**src/rtl/vga_timing_gen_p.sv**
```systemverilog
// rtl/vga_timing_gen_p.sv - parametrised VGA raster generator with aligned frame-buffer read pipeline
// Optional colour-bar output is enabled by defining VGA_TEST_PATTERN_EN.
module vga_timing_gen_p #(
  parameter int         H_ACTIVE  = 640,
  parameter int         H_FP      = 16,
  parameter int         H_SYNC    = 96,
  parameter int         H_BP      = 48,
  parameter int         V_ACTIVE  = 480,
  parameter int         V_FP      = 10,
  parameter int         V_SYNC    = 2,
  parameter int         V_BP      = 33,
  parameter bit         HS_POL    = 1'b0,
  parameter bit         VS_POL    = 1'b0,
  parameter int         RD_LAT    = 1,
  parameter int         SCALE_SH  = 0,
  parameter int         ADDR_W    = 10,
  parameter logic [7:0] BG_COLOUR = 8'h00
) (
  input  logic              CLK,
  input  logic              RESET,
  input  logic [7:0]        CONFIG_COLOURS,
  input  logic              TEST_MODE,
  output logic              DPR_CLK,
  output logic [ADDR_W-1:0] VGA_ADDR_H,
  output logic [ADDR_W-1:0] VGA_ADDR_V,
  input  logic              VGA_DATA,
  output logic              VGA_HS,
  output logic              VGA_VS,
  output logic              VGA_DE,
  output logic [7:0]        VGA_COLOUR,
  output logic              FRAME_START
);

  localparam int H_TOTAL = H_ACTIVE + H_FP + H_SYNC + H_BP;
  localparam int V_TOTAL = V_ACTIVE + V_FP + V_SYNC + V_BP;
  localparam int PIPE    = RD_LAT + 2;
  localparam int HW      = $clog2(H_TOTAL);
  localparam int VW      = $clog2(V_TOTAL);
  localparam int MW      = (HW > VW) ? HW : VW;
  // at least 10 bits so the colour-bar index hcnt[9:7] always exists
  localparam int CW      = (MW > 10) ? MW : 10;

  localparam logic [CW-1:0] H_LAST = CW'(H_TOTAL - 1);
  localparam logic [CW-1:0] V_LAST = CW'(V_TOTAL - 1);
  localparam logic [CW-1:0] H_ACT  = CW'(H_ACTIVE);
  localparam logic [CW-1:0] V_ACT  = CW'(V_ACTIVE);
  localparam logic [CW-1:0] H_SS   = CW'(H_ACTIVE + H_FP);
  localparam logic [CW-1:0] H_SE   = CW'(H_ACTIVE + H_FP + H_SYNC);
  localparam logic [CW-1:0] V_SS   = CW'(V_ACTIVE + V_FP);
  localparam logic [CW-1:0] V_SE   = CW'(V_ACTIVE + V_FP + V_SYNC);

  logic [CW-1:0]   hcnt;
  logic [CW-1:0]   vcnt;
  logic            act_c;
  logic            hs_c;
  logic            vs_c;
  logic            fs_c;
  logic [PIPE-1:0] act_p;
  logic [PIPE-1:0] hs_p;
  logic [PIPE-1:0] vs_p;
  logic [PIPE-1:0] fs_p;
  logic [7:0]      colour_nxt;

  assign DPR_CLK = CLK;

  always_ff @(posedge CLK) begin
    if (RESET) begin
      hcnt <= '0;
      vcnt <= '0;
    end else if (hcnt == H_LAST) begin
      hcnt <= '0;
      vcnt <= (vcnt == V_LAST) ? '0 : vcnt + CW'(1);
    end else begin
      hcnt <= hcnt + CW'(1);
    end
  end

  assign act_c = (hcnt < H_ACT) && (vcnt < V_ACT);
  assign hs_c  = ((hcnt >= H_SS) && (hcnt < H_SE)) ? HS_POL : ~HS_POL;
  assign vs_c  = ((vcnt >= V_SS) && (vcnt < V_SE)) ? VS_POL : ~VS_POL;
  assign fs_c  = (hcnt == '0) && (vcnt == '0);

  always_ff @(posedge CLK) begin
    if (RESET || !act_c) begin
      VGA_ADDR_H <= '0;
      VGA_ADDR_V <= '0;
    end else begin
      VGA_ADDR_H <= ADDR_W'(hcnt >> SCALE_SH);
      VGA_ADDR_V <= ADDR_W'(vcnt >> SCALE_SH);
    end
  end

  // Stage PIPE-2 lines up with the returned pixel; stage PIPE-1 with the colour register.
  always_ff @(posedge CLK) begin
    if (RESET) begin
      act_p <= '0;
      hs_p  <= {PIPE{~HS_POL}};
      vs_p  <= {PIPE{~VS_POL}};
      fs_p  <= '0;
    end else begin
      act_p <= {act_p[PIPE-2:0], act_c};
      hs_p  <= {hs_p[PIPE-2:0], hs_c};
      vs_p  <= {vs_p[PIPE-2:0], vs_c};
      fs_p  <= {fs_p[PIPE-2:0], fs_c};
    end
  end

`ifdef VGA_TEST_PATTERN_EN
  logic [2:0] bar_p [PIPE-1];

  always_ff @(posedge CLK) begin
    if (RESET) begin
      for (int i = 0; i < PIPE - 1; i++) bar_p[i] <= '0;
    end else begin
      bar_p[0] <= hcnt[9:7];
      for (int i = 1; i < PIPE - 1; i++) bar_p[i] <= bar_p[i-1];
    end
  end

  always_comb begin
    colour_nxt = 8'h00;
    if (act_p[PIPE-2]) begin
      if (TEST_MODE) colour_nxt = {bar_p[PIPE-2], bar_p[PIPE-2], bar_p[PIPE-2][2:1]};
      else           colour_nxt = VGA_DATA ? CONFIG_COLOURS : BG_COLOUR;
    end
  end
`else
  logic unused_test_mode;
  assign unused_test_mode = TEST_MODE;

  always_comb begin
    colour_nxt = 8'h00;
    if (act_p[PIPE-2]) colour_nxt = VGA_DATA ? CONFIG_COLOURS : BG_COLOUR;
  end
`endif

  always_ff @(posedge CLK) begin
    if (RESET) VGA_COLOUR <= 8'h00;
    else       VGA_COLOUR <= colour_nxt;
  end

  assign VGA_DE      = act_p[PIPE-1];
  assign VGA_HS      = hs_p[PIPE-1];
  assign VGA_VS      = vs_p[PIPE-1];
  assign FRAME_START = fs_p[PIPE-1];

endmodule
```
**config.mk**
```make
export PLATFORM = sky130hd
export DESIGN_NAME = vga_timing_gen_p
export DESIGN_NICKNAME = d
export VERILOG_FILES = /design/src/rtl/vga_timing_gen_p.sv
export SDC_FILE = /design/constraint.sdc
export NUM_CORES = 1
export LEC_CHECK = 0
export CAP_MARGIN = 5
export CORE_UTILIZATION = 50
export DETAILED_ROUTE_END_ITERATION = 10
export PLACE_DENSITY = 0.85
export REMOVE_ABC_BUFFERS = 1
export SYNTH_ARGS = -nofsm -noshare
export SYNTH_HDL_FRONTEND = slang
export SYNTH_SLANG_ARGS = --single-unit
```
**constraint.sdc**
```tcl
create_clock -name CLK -period 2.5 [get_ports CLK]
set_clock_uncertainty 0.15 [all_clocks]
set_input_delay 0.25 -clock CLK [delete_from_list [all_inputs] [get_ports CLK]]
set_output_delay 0.25 -clock CLK [all_outputs]
set_load 0.02 [all_outputs]
```
# Word-level counts from Yosys, hierarchy flattened
# Index checks and enable logic that the tools add are counted.
[classes]
muxes = 3
n_eq_ne = 2
bitwise_logic = 2
n_addsub = 2
magnitude_cmp = 6
reduce_logical = 10
[ops]
columns = ["op", "count"]
rows = [
  ["adder 10 x 1 -> 10 bit (second input constant)", 2],
  ["equality test 10 bit (second input constant)", 2],
  ["zero test 10 bit", 2],
  ["less-than comparator 10 bit (second input constant)", 2],
  ["less-than comparator 10 x 9 -> 1 bit (second input constant)", 2],
  ["greater-or-equal comparator 10 bit (second input constant)", 1],
  ["greater-or-equal comparator 10 x 9 -> 1 bit (second input constant)", 1],
  ["2-to-1 mux 10 bit", 1],
  ["logical AND 1 bit", 4],
  ["OR reduction 3 bit", 1],
  ["2-to-1 mux 1 bit", 2],
  ["inverter 1 bit", 2],
  ["OR reduction 2 bit", 1],
  ["zero test 1 bit", 1],
  ["logical OR 1 bit", 1],
]
[totals]
register_bits = 60
input_bits = 12
out_inout_bits = 33
wordCells = 34

# Depth between registers and ports, before layout
# Gate-level depths: netlist of run 1.
[logic_depth]
ltp_word = 4
mapped_depth = 6
mapped_depth_nobuf = 5

==> results of run 1 <==
[registers in the layout, summed over array words and instances (netlist names)]
name        cells
act_p           3
hs_p            3
fs_p            3
hcnt           10
VGA_ADDR_V     10
vcnt           10
vs_p            3
VGA_COLOUR      8
VGA_ADDR_H     10
[power by group through the flow]
stage          logic, uW  registers (uW)  clock network (uW)
6_report            81.3             981                1020
5_1_grt             88.7             982                1080
4_1_cts             81.5             981                1040
3_5_place_dp        79.3            1000                53.7
3_3_place_gp        78.0            1000                53.7
2_1_floorplan       25.1            1010                   0
[cell usage after synthesis]
master and n:
and3b_1 1, dfxtp_1 60, conb_1 1, nand2_1 8, inv_1 5, clkbuf_2 2, o21ai_0 2, nand4b_1 2
xor2_1 5, ha_1 4, nor3_1 4, nand4b_4 1, or4_4 1, o2111ai_1 1, and4b_1 1, nor4b_1 1
nor2_1 21, nand3_1 7, nor2b_1 5, or2_2 4, nand4_1 6, nor4_1 10, nand4bb_1 1, and3_1 11
buf_4 1, o21ai_1 3, and2_1 15, and4_1 2, buf_2 5, clkbuf_1 5, nand3b_1 1, or3_1 3
or3b_1 1, xnor2_1 8, a41o_1 1, nand2b_1 1, a21oi_1 5
[worst register-to-register path: cells and delay by family (launching register included)]
kind | cells | cell delay [ns]
flip-flops | 1 | 0.42
AND/OR/NAND/NOR | 3 | 1.10
adder cells (fa/ha/maj) | 1 | 0.36
AO/OA/AOI/OAI | 1 | 0.15
[worst paths after layout]
check	end	from	depth (start not counted)
worst max-delay path	DPR_CLK	CLK	3
worst min-delay path	VGA_COLOUR[7]$_SDFF_PP0_	CONFIG_COLOURS[7]	2
worst max register to register	vcnt[9]$_SDFFE_PP0N_	hcnt[0]$_SDFF_PP0_	5
worst min register to register	vs_p[1]$_SDFF_PP1_	vs_p[0]$_SDFF_PP1_	1
[final cells by class]
cell class | instances | share of cell area (%)
sequential | 60 | 42.2
clock inverter | 2 | 1.23
multi-input combinational | 137 | 30.6
timing repair buffer | 46 | 15.8
clock buffer | 16 | 7.26
tap | 50 | 2.20
inverter | 5 | 0.660
[per-layer routing]
layer,track usage (%),vias up,wire (um)
met2,33.8,79,2090
met3,7.77,7,349
li1,-,826,-
met4,13.3,0,78
met1,24.5,762,1920
met5,0,-,0
[cells by family after synthesis]
family          count (synthesis)  synth area share, %
compound gates                 12                 3.20
xor+xnor                       13                 5.29
fa+ha+maj                       4                 2.33
flops                          60                 55.8
other cells                     1                0.174
buf+inv                        18                 3.72
simple gates                  107                 29.4
[stage by stage]
step	util [%]	cells
final	70.1	316
after global routing	70.1	316
after CTS	70.1	316
after detailed placement	64.4	299
after global placement	64.4	299
after floorplan	-	202
==> results.txt, run 1 <==
----------------------------------------------------
[Pwr]
  Total power density per cell area ... 732 mW/mm2
  Cell-internal power ... 1640 uW
  Peak ir drop on the vdd network ... about 0.56 mV
  Part of the power in the clock network ... roughly half
  Relative contribution of combinational cells to total power ... around 4%
  PnR Total Power ... approximately 2100 uW
  Leakage power of the design ... around 0.0011 uW
  Fraction of power consumed by sequential logic ... 47.1%
  Switching pwr ... roughly 440 uW
  Fraction of power spent switching nets ... between 20% and 30%

[Status]
  Run status ... finished, final reports clean

[Die]
  I/O pin total ... 45
  # rows ... 23
  Floorplan Core Area ... just over 0.004 mm2
  Die span in x ... just under 70 um
  Initial core utilization ... roughly 53%
  Floorplan die area ... 0.00457 mm2
  Height of the chip ... just under 70 um

[Worst setup path]
  Required arrival time at the worst endpoint ... around 2.1 ns
  Critical Path Fanout Max ... 2
  Biggest cell delay along the critical path ... ~0.52 ns
  Type of the worst setup path ... clk -> out
  Most prevalent standard cell on the critical path ... clkbuf_8
  Crit. End Element ... output port
  Critical path arrival ... about 2.0 ns
  Family with the most delay on the worst path ... buffers and inverters
  Slowest cell on crit path ... clkdlybuf4s50_1
  Type of element launching the critical path ... clock port
  Cells along the critical path ... clkbuf_8 -> clkbuf_8 -> clkdlybuf4s50_1
  Setup slack, reg-to-reg ... roughly 0.26 ns
  Number of buffer and inverter instances along the worst setup path ... 3

[Clock network]
  Clock tree from TritonCTS ... yes
  Cts-stage hold buffer count ... 0
  Post-CTS setup buffers ... 0
  Clock-pin slew reported for the worst setup and hold paths after clock tree synthesis ... around 0.06 ns
  Total of cells resized after clock tree synthesis ... 0
  Insertion delay to the later sink of the worst-skew pair ... 0.43 ns

[Final layout]
  Multi-input logic area ... 870 um2
  Final Instance Area ... approximately 0.0028 mm2
  Fraction of layout instances using a drive strength above 1 ... 9.77%
  Final antenna diode count ... 0
  Leading cell type in the layout, fill and taps excluded ... dfxtp_1
  Filler cell count ... about 290
  Total number of nets in the final design ... 279
  Reg area ... 0.00120 mm2
  Layout area overhead ... 32.2%
  Leading cell types in the layout, fill and taps excluded ... 60 x dfxtp_1, 43 x clkdlybuf4s50_1, 21 x nor2_1

[Routing]
  Via-per-instance ratio ... about 5.3
  Total via count after detailed routing ... 1674
  Number of nets still failing antenna checks after routing ... 0
  Iter 0 DRT Violations ... 130
  DRC violation count after routing ... 0
  Detailed-route wire length ... between 4000 and 5000 um
  Drt first pass iters ... 4
  Routed wirelength normalized by instance count ... about 14 um

[Synth]
  Post-synthesis sequential element count ... 60
  Cell area after synthesis ... roughly 0.0022 mm2
  Average footprint of a synthesized cell ... around 10 um2
  Main area contributors after synthesis ... dfxtp_1 56%, and2_1 4.4%, nor2_1 3.7%
  Post-synthesis cell type with the largest combined area ... dfxtp_1
  Count of different cell masters after synthesis ... 37
  Yosys warnings ... 0
  Proportion of netlist area held by the largest area contributor ... approximately 56%
  Gate Count Post-Synth ... 215
  Share of the yosys chip area belonging to registers ... between 50 and 60%

[STA]
  Final critical-path setup slack ... 0.107 ns
  Least-Margin Pin Slew ... between 0.6 and 0.7 ns
  Unrepaired setup endpoints after global routing ... no
  Worst hold margin ... 0.258 ns
  Headroom to the max-slew limit ... between 50 and 60%
  Count of final max-slew check failures ... 0
  Hold Violations, Final ... 0
  Summed negative setup slack over all endpoints ... 0 ns
  Number of endpoints failing setup at the final stage ... 0

[Placement]
  Post-placement cell area ... ~0.0026 mm2
  Post-DP HPWL ... around 2900 um
  Worst slack at placement ... 0.294 ns
  Buffers added on ports ... 43
  Gpl congestion ... about 0.85

[Worst hold path]
  Worst min-delay path class ... in -> reg

[Global route]
  First-pass GRT wire length ... about 7000 um
  Pin count of the biggest net entering global routing ... 17
  Vias in the first global route ... around 1500
  GR Util All Layers ... a little over a fifth
  Global route overflow ... 0
  Initial antenna violation count ... 0

[Flow run]
  Number of maximum-capacitance constraint violations ... 0

----------------------------------------------------
No activity file was read; power rests on OpenSTA's default activity.
==> inputs of run 2 (changes only) <==
CTS_CLUSTER_DIAMETER = 40   (was not set)
REMOVE_ABC_BUFFERS = not set   (was 1)
==> run 2 against run 1 <==
Effect of this change: setup slack worse by 0.029 ns; global-route usage up 1.3 points; core utilization grew 0.31 points; clock power hardly changed; die area unchanged; sequential cell count stayed put; final area increased by 0.44%; combinational power is 3.3% lower; first-iteration DRC count fell by 42%.
==> results.txt, run 2 (synthesis gave the netlist of run 1 again) <==
----------------------------------------------------
[Status]
  Run status ... finished, final reports clean

[STA]
  Count of final max-slew check failures ... 0
  Number of endpoints failing setup at the final stage ... 0
  Least-Margin Pin Slew ... just over 0.5 ns
  Summed negative setup slack over all endpoints ... 0 ns
  Hold Violations, Final ... 0
  Headroom to the max-slew limit ... around two thirds
  Unrepaired setup endpoints after global routing ... no

[Routing]
  Sum of routed wire segments on met1 ... 1850 um
  Wire length on met2 ... 2100 um
  Via-per-instance ratio ... 5.26
  Routed length on met3 ... between 300 and 400 um
  DRC violation count after routing ... 0
  Highest metal used ... met4
  Detailed-route wire length ... 4430 um
  Number of nets still failing antenna checks after routing ... 0
  Drt first pass iters ... 4
  Total via count after detailed routing ... between 1500 and 2000
  Routed wirelength normalized by instance count ... 13.9 um
  Iter 0 DRT Violations ... 75

[Worst hold path]
  Sink of the worst hold path ... VGA_COLOUR[0]$_SDFF_PP0_
  Min-Delay Startpoint ... CONFIG_COLOURS[0]
  Cell depth of the worst min-delay path ... 2
  Worst min-delay path class ... in -> reg

[Die]
  Floorplan die area ... between 0.004 and 0.005 mm2
  Die span in x ... approximately 68 um
  Initial core utilization ... about 53%
  Height of the chip ... approximately 68 um
  I/O pin total ... 45
  Floorplan Core Area ... approximately 0.004 mm2
  # rows ... 23

[Worst setup path]
  Type of element launching the critical path ... clock port
  Critical path arrival ... roughly 2.0 ns
  Type of the worst setup path ... clk -> out
  Critical Path Fanout Max ... 2
  Slowest cell on crit path ... clkdlybuf4s50_1
  Launch instance of the worst register-to-register path ... hcnt[0]$_SDFF_PP0_
  Most prevalent standard cell on the critical path ... clkbuf_8
  Cells along the critical path ... clkbuf_8 -> clkbuf_8 -> clkdlybuf4s50_1
  Setup slack, reg-to-reg ... approximately 0.28 ns
  Required arrival time at the worst endpoint ... roughly 2.1 ns
  Worst R2R End ... vcnt[9]$_SDFFE_PP0N_
  Start point of the critical path ... CLK
  Reg2Reg Depth ... 5
  Crit. End Element ... output port
  Biggest cell delay along the critical path ... 0.54 ns

[Final layout]
  Final antenna diode count ... 0
  Leading cell type in the layout, fill and taps excluded ... dfxtp_1
  Filler cell count ... 285
  Layout area overhead ... 32.8%
  Leading cell types in the layout, fill and taps excluded ... 60 x dfxtp_1, 43 x clkdlybuf4s50_1, 21 x nor2_1
  Fraction of layout instances using a drive strength above 1 ... a little over a tenth
  Finished Core Util ... between 70% and 80%
  Total number of nets in the final design ... about 280

[Global route]
  Pin count of the biggest net entering global routing ... 23
  Vias in the first global route ... approximately 1600
  GR Util All Layers ... 22.8%
  Global route overflow ... 0
  Initial antenna violation count ... 0
  First-pass GRT wire length ... between 7000 and 8000 um

[Placement]
  Post-DP HPWL ... 2910 um
  Gpl congestion ... roughly 0.85
  Buffers added on ports ... 43

[Flow run]
  Number of maximum-capacitance constraint violations ... 0

[Clock network]
  Clock tree from TritonCTS ... yes
  Clock-pin slew reported for the worst setup and hold paths after clock tree synthesis ... 0.06 ns
  Post-CTS setup buffers ... 0
  Cts-stage hold buffer count ... 0
  Insertion delay to the later sink of the worst-skew pair ... 0.44 ns
  Total of cells resized after clock tree synthesis ... 0

[Pwr]
  Total power density per cell area ... 739 mW/mm2
  Peak ir drop on the vdd network ... around 0.31 mV
  Leakage power of the design ... between 0.001 and 0.0015 uW
  PnR Total Power ... approximately 2100 uW

[Synth]
  Net Count, Synth ... between 200 and 250

----------------------------------------------------
## run 2: cell types whose count changed in the layout (fill, tap and decap cells not counted), sizes merged
cell / previous run / this run
clkinv: 1 / 2
clkinvlp: 0 / 1
## run 2: worst max-delay path: cells and delay by family
family	cells	cell delay, ns
buffers and inverters	3	0.77
## run 2: how the worst max path moves through the flow
stage                                      end  slack, ns  depth (start not counted)
after floorplan           vcnt[9]$_SDFFE_PP0N_       0.44                          5
after global placement                 DPR_CLK       0.34                          1
after detailed placement  vcnt[9]$_SDFFE_PP0N_       0.31                          5
after CTS                              DPR_CLK       0.06                          3
after global routing                   DPR_CLK       0.05                          3
final                                  DPR_CLK       0.08                          3
## run 2: per-stage QoR
| stage | area, um2 | cells | setup slack [ns] | hold slack, ns |
|---|---|---|---|---|
| after floorplan | 2150 | 215 | 0.445 | 0.213 |
| after global placement | 2610 | 299 | 0.342 | 0.240 |
| after detailed placement | 2610 | 299 | 0.315 | 0.245 |
| after CTS | 2860 | 318 | 0.0624 | 0.235 |
| after global routing | 2860 | 318 | 0.0528 | 0.237 |
| final | 2860 | 318 | 0.0787 | 0.250 |
## run 2: layout make-up
| type | count | area, um2 | share of cell area [%] |
|---|---|---|---|
| Tap cell | 50 | 62.6 | 2.19 |
| Sequential cell | 60 | 1200 | 42.0 |
| Inverter | 5 | 18.8 | 0.657 |
| Clock inverter | 4 | 47.5 | 1.66 |
| Timing Repair Buffer | 46 | 450 | 15.8 |
| Multi-Input combinational cell | 137 | 870 | 30.4 |
| Clock buffer | 16 | 206 | 7.23 |
## run 2: power breakdown
part	internal [uW]	leakage [uW]	total [uW]	switching, uW
registers	971	0.000486	980	8.52
clock network	640	0.000128	1050	414
logic	40.8	0.000506	78.6	37.8
total	1650	0.00112	2110	460
## run 2: metal layers
| metal | up-vias | global-route usage [%] |
|---|---|---|
| li1 | 828 | - |
| met1 | 767 | 24.8 |
| met2 | 69 | 34.7 |
| met3 | 9 | 9.80 |
| met4 | 0 | 17.6 |
| met5 | - | 0 |
